File: src/rtl/score_credit_keeper.sv
// Score/credit bookkeeping: queues award pulses, converts them to BCD by double dabble,
// adds them into a saturating 4-digit BCD score, and keeps the high score and credit count.
module score_credit_keeper #(
   parameter int MAX_CREDITS = 9,
   parameter int FIFO_DEPTH  = 2
) (
   input  logic        clk,
   input  logic        reset,
   input  logic [7:0]  scoreUpdate,
   input  logic        startGame,
   input  logic        gameEnded,
   input  logic        coinN,
   output logic [3:0]  credits,
   output logic [15:0] score,
   output logic [15:0] hiScore,
   output logic        busy,
   output logic        dropped
);
   typedef enum logic [1:0] {IDLE, CONV, ADD} stateT;

   localparam logic [3:0] MAX_C = 4'(MAX_CREDITS);
   localparam logic [2:0] DEPTH = 3'(FIFO_DEPTH);

   logic startQ, startQQ, endQ, endQQ, coinQ, coinQQ;
   logic startRise, endRise, coinFall;

   always_ff @(posedge clk) begin
      if (reset) begin
         startQ  <= 1'b0;
         startQQ <= 1'b0;
         endQ    <= 1'b0;
         endQQ   <= 1'b0;
         coinQ   <= 1'b1;
         coinQQ  <= 1'b1;
      end else begin
         startQ  <= startGame;
         startQQ <= startQ;
         endQ    <= gameEnded;
         endQQ   <= endQ;
         coinQ   <= coinN;
         coinQQ  <= coinQ;
      end
   end

   assign startRise = startQ & ~startQQ;
   assign endRise   = endQ & ~endQQ;
   assign coinFall  = ~coinQ & coinQQ;

   // A coin and a start together cancel, except at saturation where the coin is lost.
   always_ff @(posedge clk) begin
      if (reset)
         credits <= 4'd0;
      else if (coinFall && startRise) begin
         if (credits == MAX_C) credits <= MAX_C - 4'd1;
      end else if (coinFall) begin
         if (credits != MAX_C) credits <= credits + 4'd1;
      end else if (startRise && credits != 4'd0)
         credits <= credits - 4'd1;
   end

   stateT       state;
   logic [7:0]  fifoMem [0:3];
   logic [2:0]  fifoCnt;
   logic [7:0]  shiftReg;
   logic [11:0] bcdAcc;
   logic [11:0] accAdj;
   logic [2:0]  bitCnt;
   logic [1:0]  digitIdx;
   logic        carry;
   logic [11:0] work;
   logic        clearPend, hiPend;
   logic        push, pop, full, pushOk, clearSvc;
   logic [1:0]  wIdx;
   logic [3:0]  scoreDig, digRes;
   logic [4:0]  digSum;
   logic        digCarry;

   function automatic logic [11:0] dabble(input logic [11:0] a);
      logic [11:0] r;
      r = a;
      for (int d = 0; d < 3; d++)
         if (a[4*d +: 4] >= 4'd5) r[4*d +: 4] = a[4*d +: 4] + 4'd3;
      return r;
   endfunction

   assign full     = (fifoCnt == DEPTH);
   assign push     = |scoreUpdate;
   assign clearSvc = (state == IDLE) && clearPend;
   assign pop      = (state == IDLE) && !clearPend && !hiPend && (fifoCnt != 3'd0);
   assign pushOk   = push && (!full || pop);
   assign wIdx     = 2'(pop ? fifoCnt - 3'd1 : fifoCnt);

   assign accAdj   = dabble(bcdAcc);
   // The award is shifted right one digit per ADD cycle, so its low nibble is the current digit.
   assign scoreDig = score[{digitIdx, 2'b00} +: 4];
   assign digSum   = {1'b0, scoreDig} + {1'b0, bcdAcc[3:0]} + {4'd0, carry};
   assign digCarry = digSum > 5'd9;
   assign digRes   = digCarry ? 4'(digSum - 5'd10) : digSum[3:0];

   always_ff @(posedge clk) begin
      if (pop)
         for (int i = 0; i < FIFO_DEPTH - 1; i++) fifoMem[i] <= fifoMem[i+1];
      if (pushOk) fifoMem[wIdx] <= scoreUpdate;
   end

   always_ff @(posedge clk) begin
      if (reset) begin
         state     <= IDLE;
         busy      <= 1'b0;
         dropped   <= 1'b0;
         score     <= 16'd0;
         hiScore   <= 16'd0;
         clearPend <= 1'b0;
         hiPend    <= 1'b0;
         fifoCnt   <= 3'd0;
         shiftReg  <= 8'd0;
         bcdAcc    <= 12'd0;
         bitCnt    <= 3'd0;
         digitIdx  <= 2'd0;
         carry     <= 1'b0;
         work      <= 12'd0;
      end else begin
         if (clearSvc) fifoCnt <= 3'd0;
         else          fifoCnt <= fifoCnt + 3'(pushOk) - 3'(pop);

         if (clearSvc)                  dropped <= 1'b0;
         else if (push && full && !pop) dropped <= 1'b1;

         unique case (state)
            IDLE: begin
               if (clearPend) begin
                  score     <= 16'd0;
                  clearPend <= 1'b0;
               end else if (hiPend) begin
                  // Valid BCD orders the same as plain binary, MSD first.
                  if (score > hiScore) hiScore <= score;
                  hiPend <= 1'b0;
               end else if (pop) begin
                  shiftReg <= fifoMem[0];
                  bcdAcc   <= 12'd0;
                  bitCnt   <= 3'd0;
                  state    <= CONV;
                  busy     <= 1'b1;
               end
            end
            CONV: begin
               {bcdAcc, shiftReg} <= {accAdj, shiftReg} << 1;
               bitCnt <= bitCnt + 3'd1;
               if (bitCnt == 3'd7) begin
                  state    <= ADD;
                  digitIdx <= 2'd0;
                  carry    <= 1'b0;
               end
            end
            ADD: begin
               carry    <= digCarry;
               work     <= {digRes, work[11:4]};
               bcdAcc   <= {4'd0, bcdAcc[11:4]};
               digitIdx <= digitIdx + 2'd1;
               if (digitIdx == 2'd3) begin
                  score <= digCarry ? 16'h9999 : {digRes, work};
                  state <= IDLE;
                  busy  <= 1'b0;
               end
            end
            default: begin
               state <= IDLE;
               busy  <= 1'b0;
            end
         endcase

         if (startRise) clearPend <= 1'b1;
         if (endRise)   hiPend    <= 1'b1;
      end
   end
endmodule

File: config.mk
export PLATFORM = sky130hd
export DESIGN_NAME = score_credit_keeper
export DESIGN_NICKNAME = d
export VERILOG_FILES = /design/src/rtl/score_credit_keeper.sv
export SDC_FILE = /design/constraint.sdc
export NUM_CORES = 1
export LEC_CHECK = 0
export CORE_MARGIN = 2
export CORE_UTILIZATION = 55
export CTS_CLUSTER_DIAMETER = 80
export DETAILED_ROUTE_END_ITERATION = 6
export MAX_ROUTING_LAYER = met4
export PLACE_DENSITY = 0.77
export SLEW_MARGIN = 20
export SYNTH_ARGS = -nofsm -noshare
export SYNTH_HDL_FRONTEND = slang
export SYNTH_SLANG_ARGS = --single-unit
File: constraint.sdc
create_clock -name clk -period 6.2 [get_ports clk]
set_clock_uncertainty 0.1 [all_clocks]
set_input_delay 1.86 -clock clk [delete_from_list [all_inputs] [get_ports clk]]
set_output_delay 1.86 -clock clk [all_outputs]
set_load 0.02 [all_outputs]
Yosys cells after proc, flatten, opt, wreduce, memory -nomap -nowiden

Memories as Yosys holds them, arrays and structs flattened.
Cells that the tools add are included.

Latch bits: 0
Output and inout port bits: 38
Bits in writable memories: 32
Bits in registers: 89
Memories: 1
Bits in read-only memories: 0
Input port bits: 13

Divide/modulo/power cells: 0
Equality and inequality tests: 16
Shifts and indexed selects: 1
Multiply operators: 0
$add $sub $neg: 13
Reduce and logical (&&, ||, !) cells: 35
Order comparisons: 5
Multiplexer cells: 50
Bitwise operators: 8

Memory list:

| name    | words | bits a word | read ports | clocked after memory_dff | wr ports | RTL line | source |
|---|---|---|---|---|---|---|---|
| fifoMem | 4     | 8           | 2          | 0                        | 2        | 62       | `logic [7:0] fifoMem [0:3];` |

Operators with widths:

| cell                                                | number |
|---|---|
| 2-to-1 mux 16 bit                                   | 3 |
| 2-to-1 mux 12 bit                                   | 3 |
| one-hot mux 12 bit (3 select lines)                 | 1 |
| 2-to-1 mux 4 bit                                    | 8 |
| one-hot mux 16 bit (2 select lines)                 | 1 |
| 2-to-1 mux 8 bit                                    | 3 |
| > comparator 16 bit                                 | 1 |
| one-hot mux 8 bit (2 select lines)                  | 1 |
| indexed part select 16 x 5 -> 4 bit                 | 1 |
| 2-to-1 mux 1 bit                                    | 14 |
| 2-to-1 mux 2 bit                                    | 7 |
| inequality test 2 bit, second input constant        | 7 |
| >= comparator 4 x 3 -> 1 bit, second input constant | 3 |
| 2-to-1 mux 3 bit                                    | 4 |
| AND reduction 4 bit                                 | 3 |
| AND reduction 5 bit                                 | 2 |
| nonzero test 2 bit                                  | 5 |
| logical AND 1 bit                                   | 9 |
| nonzero test 3 bit                                  | 3 |
| adder 4 x 2 -> 4 bit, second input constant         | 2 |
| OR reduction 8 bit                                  | 1 |
| one-hot mux 2 bit (3 select lines)                  | 1 |
| one-hot mux 3 bit (2 select lines)                  | 1 |
| AND reduction 3 bit                                 | 2 |
| other kinds (31)                                    | 42 |

Depth between registers and ports, before layout

Gate-level depths: netlist of the first run.

Depth after elaboration: 8
Depth in mapped cells: 15
Mapped depth without buffers: 14

Least setup slack after synthesis of the first run

OpenSTA, ideal clock, no wires.

Path kind: input to register
From: input scoreUpdate[0]
To: register fifoCnt[2]
Setup time: 115 ps
Slack: 2555 ps
Data arrival time: 3430 ps
Data required time: 5985 ps
Cell stages on the path: 11
Cell sequence: nor4_1 nand2_1 nand2_1 ha_1 inv_1 ha_1 inv_1 fa_1 xor2_1 xnor2_1 nor2_1

Cells in the longest elaborated chain, start to end: 4

RTL lines:

| element                   | RTL line | source |
|---|---|---|
| from (decl)               | 9        | `input logic [7:0] scoreUpdate,` |
| OR reduction 8 bit        | 87       | `assign push = \|scoreUpdate;` |
| logical AND 1 bit         | 90       | `assign pushOk = push && (!full \|\| pop);` |
| adder 3 x 1 -> 3 bit      | 124      | `else fifoCnt <= fifoCnt + 3'(pushOk) - 3'(pop);` |
| subtractor 3 x 1 -> 3 bit | 124      |  |
| to (signal assigned)      | 124      |  |
| to (decl)                 | 63       | `logic [2:0] fifoCnt;` |

No other way between the ends.
A chain may end at the register's enable or synchronous reset.

Final worst setup path of the first run

From: input scoreUpdate[4]
To: register fifoCnt[2]

The elaborated chain is that of the path after synthesis.

==> impl_metrics.tcl, run 1 <==
set metrics [dict create \
    outcome "completed" \
    fmax_ghz 0.2501 \
    cp_max_fo 4 \
    rr_endpoint "score[6]" \
    yosys.area.top_type "dfxtp_1" \
    dr.pass1.iters 4 \
    ys.flop_type "dfxtp_1" \
    area_growth_pct 15.01 \
    period_minus_slack_ns 3.998 \
    core-area_um2 9328 \
    grt_pass1_wl_mm 18.48 \
    endpoint_kind "flip-flop" \
    dp_hpwl_mm 7.715 \
    placed_area_um2 5941 \
    cp.required_ns 6.38 \
    netlist.area_leader.share_pct 33.30 \
    ant_nets 0 \
    synth_edf_count 16 \
    path_clk_slew_ns 0.11 \
    crit_path_cell_trace "clkdlybuf4s50_1 > nor4_1 > nand2_1 > nand2_1 > ha_1 > inv_1 > ha_1 > inv_1 > fa_1 > xor2_1 > xnor2_1 > nor2_1" \
    fin_crit_sh_pct 64.49 \
    post_cts_buffers 0 \
    root_buffer "clkbuf_8" \
    drt_iter0_markers 190 \
    ys_async_sr_fraction_pct 0 \
    fin_area_um2 6153 \
    diodes 0 \
    rows 35 \
    clock_path_buffers 2 \
    synth_most_common_cell "dfxtp_1" \
    combPwrFrac_pct 31.6 \
    track_usage_pct 22.97 \
    finalSetupViolCount 0 \
    yosysSeqAreaShare_pct 42.28 \
    dp_cells 716 \
    synth_cell_types 52 \
    crit_path_start_kind "input pin" \
    die_h_um 102.6 \
    yosysWarnings 0 \
    cts_made_buffers 9 \
    avgRoutedWirePerCell_um 14.90 \
    max_cap_violations 0 \
    die_area_um2 10530 \
    grt.overflow.total 0 \
    nets 655 \
    hp-class "reg2reg" \
    reg2reg_setup_slack_ns 2.71 \
    synth_nets 613 \
    slew-limit-headroom_pct 27.05 \
    instances_no_fill 732 \
    wl_mm 10.91 \
    htreeDepth 3 \
    p_int_mw 1.237 \
    p_sw_share_pct 35.97 \
    tritoncts "yes" \
    irDropWorstVdd_uv 309.4 \
    power_density_nw_per_um2 313.9 \
    cts_sinks 105 \
    io_pins 51 \
    io_buffers 50 \
    critical_path_class "in2reg" \
    insertion_delay_ns 0.38 \
    synthTopCellsByArea "dfxtp_1 (33%), ha_1 (9.4%), edfxtp_1 (9.0%), mux2i_1 (6.9%), nand2b_1 (4.8%)" \
    syn-cell-area_um2 5350 \
    crit_arrival_ns 4.17 \
    ys_ff_latch 105 \
    routed_via_density 5.578 \
    cts_hold_buf 0 \
    tightest_slew_ns 1.084 \
    grt_setup_unrepaired "false" \
    die_x_um 102.6 \
    syn_area_per_cell_um2 9.623 \
    p_switching_mw 0.6947 \
    cts_resized 0 \
    leakagePower_nw 2.423 \
    worstHoldEndpoint "coinQQ" \
    slew_violations 0 \
    antenna_found_initial 0 \
    synth.top_cells.by_count "dfxtp_1 (89), nor2_1 (53), nand2b_1 (41), ha_1 (40), inv_1 (40)" \
    worstRegToRegCells 10 \
    cpMaxStageDelayCell "clkdlybuf4s50_1" \
    hold_start "coinQ" \
    grt_pass1_vias 3861 \
    power.share.sequential_pct 46.0 \
    clkPwrFrac_pct 22.4 \
    drive_gt1_share_pct 6.136 \
    reg2reg_from "digitIdx[0]" \
    fin_setup_tns_ns 0 \
    synthCells 556 \
    via_count 4083 \
    final-hold-violation-count 0 \
    remaining_drc_errors 0 \
    hold_depth 1 \
    gp_congestion 0.8624 \
    slowest_delay_ns 0.44 \
    grt_max_degree 91 \
    start_util_pct 57.36 \
]
-- cell usage in the layout (no fill, tap or decap), types with 5 or more instances in the layout --
| master | n |
|---|---|
| dfxtp_1 | 89 |
| nor2_1 | 53 |
| clkdlybuf4s50_1 | 49 |
| nand2b_1 | 41 |
| inv_1 | 40 |
| ha_1 | 40 |
| mux2i_1 | 37 |
| nand2_1 | 36 |
| a21oi_1 | 35 |
| edfxtp_1 | 16 |
| o21ai_0 | 15 |
| a211oi_1 | 10 |
| nand3_1 | 10 |
| nor2b_1 | 10 |
| a22o_1 | 9 |
| clkbuf_8 | 9 |
| mux2_2 | 8 |
| a21o_1 | 7 |
| a221o_1 | 7 |
| a22oi_1 | 5 |
| xnor2_1 | 5 |
| xor2_1 | 5 |
| a2bb2oi_1 | 5 |
-- layer usage --
metal / share of wire, % / vias to the layer above / global-route usage [%] / wire [µm]
met5: 0 / - / - / 0
met4: 1.9 / 0 / 8.000 / 203
met3: 3.3 / 18 / 4.881 / 364
met2: 48 / 71 / 36.40 / 5274
met1: 46 / 1950 / 29.24 / 5065
li1: - / 2044 / - / -
-- worst max path at each step --
stage | start | to | cells after the start | slack, ns
2_1_floorplan | scoreUpdate[0] | fifoCnt[2] | 11 | 2.56
3_3_place_gp | scoreUpdate[4] | fifoCnt[2] | 12 | 1.94
3_5_place_dp | scoreUpdate[4] | fifoCnt[2] | 12 | 1.75
4_1_cts | scoreUpdate[4] | fifoCnt[2] | 12 | 2.15
5_1_grt | scoreUpdate[5] | fifoCnt[2] | 12 | 2.09
6_report | scoreUpdate[4] | fifoCnt[2] | 12 | 2.20
-- metrics by stage --
stage | setup WS (ns) | power (mW) | hold WS [ns] | util (%)
after floorplan | 2.555 | 1.359 | 0.3075 | -
after global placement | 1.941 | 1.481 | 0.3196 | 63.69
after detailed placement | 1.750 | 1.504 | 0.3241 | 63.69
after CTS | 2.148 | 1.938 | 0.3528 | 65.85
after global routing | 2.093 | 2.060 | 0.3809 | 65.97
final | 2.202 | 1.932 | 0.3478 | 65.97
-- power groups by stage --
| stage | sequential [mW] | combinational [mW] | clock [mW] |
|---|---|---|---|
| 3_3_place_gp | 0.897 | 0.583 | 0 |
| 2_1_floorplan | 0.890 | 0.469 | 0 |
| 5_1_grt | 0.900 | 0.687 | 0.473 |
| 3_5_place_dp | 0.902 | 0.602 | 0 |
| 4_1_cts | 0.889 | 0.608 | 0.441 |
| 6_report | 0.888 | 0.611 | 0.432 |
-- registers in the layout, indices dropped and copies added, names as in the netlist --
signal and count:
fifoMem 16, hiScore 16, score 16, bcdAcc 12
work 12, shiftReg 8, credits 4, bitCnt 3
fifoCnt 3, digitIdx 2, state 2, busy 1
carry 1, clearPend 1, coinQ 1, coinQQ 1
dropped 1, endQ 1, endQQ 1, hiPend 1
startQ 1, startQQ 1
-- kinds of logic after synthesis --
| logic type | share of synthesized area (%) |
|---|---|
| adders and majority gates | 10.85 |
| muxes | 10.29 |
| xor gates and xnor gates | 1.637 |
| AOI/OAI and AO/OA | 14.41 |
| buffers and inverters | 4.537 |
| and+or+nand+nor | 16.00 |
| DFF | 42.28 |
-- worst max-delay path: cells and delay by family --
kind	cells	cell delay [ns]
simple gates	4	0.74
fa+ha+maj	3	0.73
buf+inv	3	0.55
xor+xnor	2	0.31
-- layout make-up --
class / count / area, µm²
multi-input cells: 388 / 2856
clock inverters: 6 / 52.55
fillers: 760 / 3174
flip-flops and latches: 105 / 2262
well taps: 129 / 161.4
repair buffers: 53 / 518.0
inverters: 41 / 153.9
clock buffers: 10 / 148.9
(Power assumes the default switching activity.)
==> inputs of run 2 (changes only) <==
- clock period: 6.2 -> 4.2 ns (I/O delays scaled with it)
==> impl_metrics.tcl, run 2 (same netlist as run 1, synthesis figures left out) <==
set metrics [dict create \
    crit_arrival_ns 3.70 \
    largestRegisters "fifoMem: 16 flops, hiScore: 16 flops, score: 16 flops" \
    fmax_ghz 0.2877 \
    finalSetupViolCount 0 \
    n_fill_cell 763 \
    wl_mm 11.07 \
    outcome "completed" \
    via_count 4112 \
    grt_max_degree 72 \
    endpoint_kind "flip-flop" \
    drt_iter0_markers 254 \
    hold_depth 1 \
    die_h_um 102.6 \
    track_usage_pct 22.65 \
    cts_resized 0 \
    slew-limit-headroom_pct 30.34 \
    cts_hold_buf 0 \
    clock_path_buffers 2 \
    root_buffer "clkbuf_8" \
    routed_via_density 5.610 \
    htreeDepth 3 \
    setup_ws_ns 0.7241 \
    reg2reg_setup_slack_ns 0.72 \
    core-area_um2 9328 \
    leakagePower_nw 2.432 \
    die_x_um 102.6 \
    cp_max_fo 7 \
    max_cap_violations 0 \
    tritoncts "yes" \
    rr_endpoint "score[0]" \
    final_common_cell "dfxtp_1" \
    dp_hpwl_mm 8.063 \
    power_density_nw_per_um2 468.1 \
    post_cts_buffers 0 \
    rows 35 \
    period_minus_slack_ns 3.476 \
    grt.overflow.total 0 \
    grt_pass1_wl_mm 18.36 \
    crit_path_start_kind "flip-flop" \
    io_buffers 50 \
    critical_path_class "reg2reg" \
    remaining_drc_errors 0 \
    slew_violations 0 \
    tightest_slew_ns 1.036 \
    preCtsSetupSlack_ns 0.4711 \
    fin_setup_tns_ns 0 \
    io_pins 51 \
    cp.required_ns 4.42 \
    cts_made_buffers 9 \
    cts_sinks 105 \
    diodes 0 \
    worstHoldEndpoint "coinQQ" \
    final_cell_mix "dfxtp_1 (89), nor2_1 (53), clkdlybuf4s50_1 (49)" \
    ant_nets 0 \
    worstRegToRegCells 10 \
    hp-class "reg2reg" \
    irDropWorstVdd_uv 317.8 \
    grt_pass1_vias 3874 \
    final-hold-violation-count 0 \
    avgRoutedWirePerCell_um 15.10 \
    hold_start "coinQ" \
    area_growth_pct 15.55 \
    reg2reg_from "digitIdx[0]" \
    drive_gt1_share_pct 6.457 \
    grt_setup_unrepaired "false" \
    insertion_delay_ns 0.38 \
    antenna_found_initial 0 \
    die_area_um2 10530 \
    gp_congestion 0.8418 \
    start_util_pct 57.36 \
    path_clk_slew_ns 0.11 \
    fin_crit_sh_pct 82.76 \
    dr.pass1.iters 4 \
    nets 656 \
]
==> run 2: metrics by stage <==
stage	instance area, µm²	hold WS, ns	std cells	util [%]	power [mW]
after global placement	5948	0.3182	717	63.77	2.190
after CTS	6171	0.3517	733	66.16	2.901
final	6182	0.3460	733	66.28	2.894
after detailed placement	5948	0.3230	717	63.77	2.228
after floorplan	5350	0.3075	556	-	2.006
after global routing	6182	0.3855	733	66.28	3.071
==> run 2: power breakdown <==
part,switching (mW),internal (mW)
Sequential,0.0910,1.22
Combinational,0.565,0.345
Clock,0.382,0.293
==> run 2: worst max-delay path, cell delays in order, from the launching register on <==
cell and delay [ns]:
dfxtp_1 0.55, mux4_2 0.58, fa_1 0.39, inv_1 0.08
fa_1 0.22, xnor2_1 0.21, inv_1 0.09, ha_1 0.26
o31a_1 0.38, nor2b_1 0.39, a221o_1 0.17
==> run 2: cell type report <==
class / instances / area [µm²] / area share [%]
Clock buffer: 9 / 123.9 / 2.004
Inverter: 41 / 153.9 / 2.489
Sequential cell: 105 / 2262 / 36.59
Clock inverter: 7 / 98.84 / 1.599
Tap cell: 129 / 161.4 / 2.611
Timing Repair Buffer: 54 / 525.5 / 8.500
Multi-Input combinational cell: 388 / 2856 / 46.21
==> run 2: worst max-delay path by stage <==
| stage | start | endpoint | slack (ns) | cells after the start |
|---|---|---|---|---|
| 5_1_grt | digitIdx[0] | score[10] | 0.49 | 10 |
| 3_3_place_gp | scoreUpdate[4] | fifoCnt[2] | 0.54 | 12 |
| 4_1_cts | digitIdx[0] | score[10] | 0.73 | 10 |
| 6_report | digitIdx[0] | score[0] | 0.72 | 10 |
| 2_1_floorplan | digitIdx[0] | score[10] | 0.92 | 10 |
| 3_5_place_dp | scoreUpdate[5] | fifoCnt[2] | 0.47 | 12 |
==> run 2: layer usage <==
metal  wire length, µm  vias up  GRT usage (%)
met5                 0        -              -
met4               190        0          7.179
met3               511       16          3.864
met2              5470      108          37.51
met1              4892     1941          28.36
li1                  -     2047              -
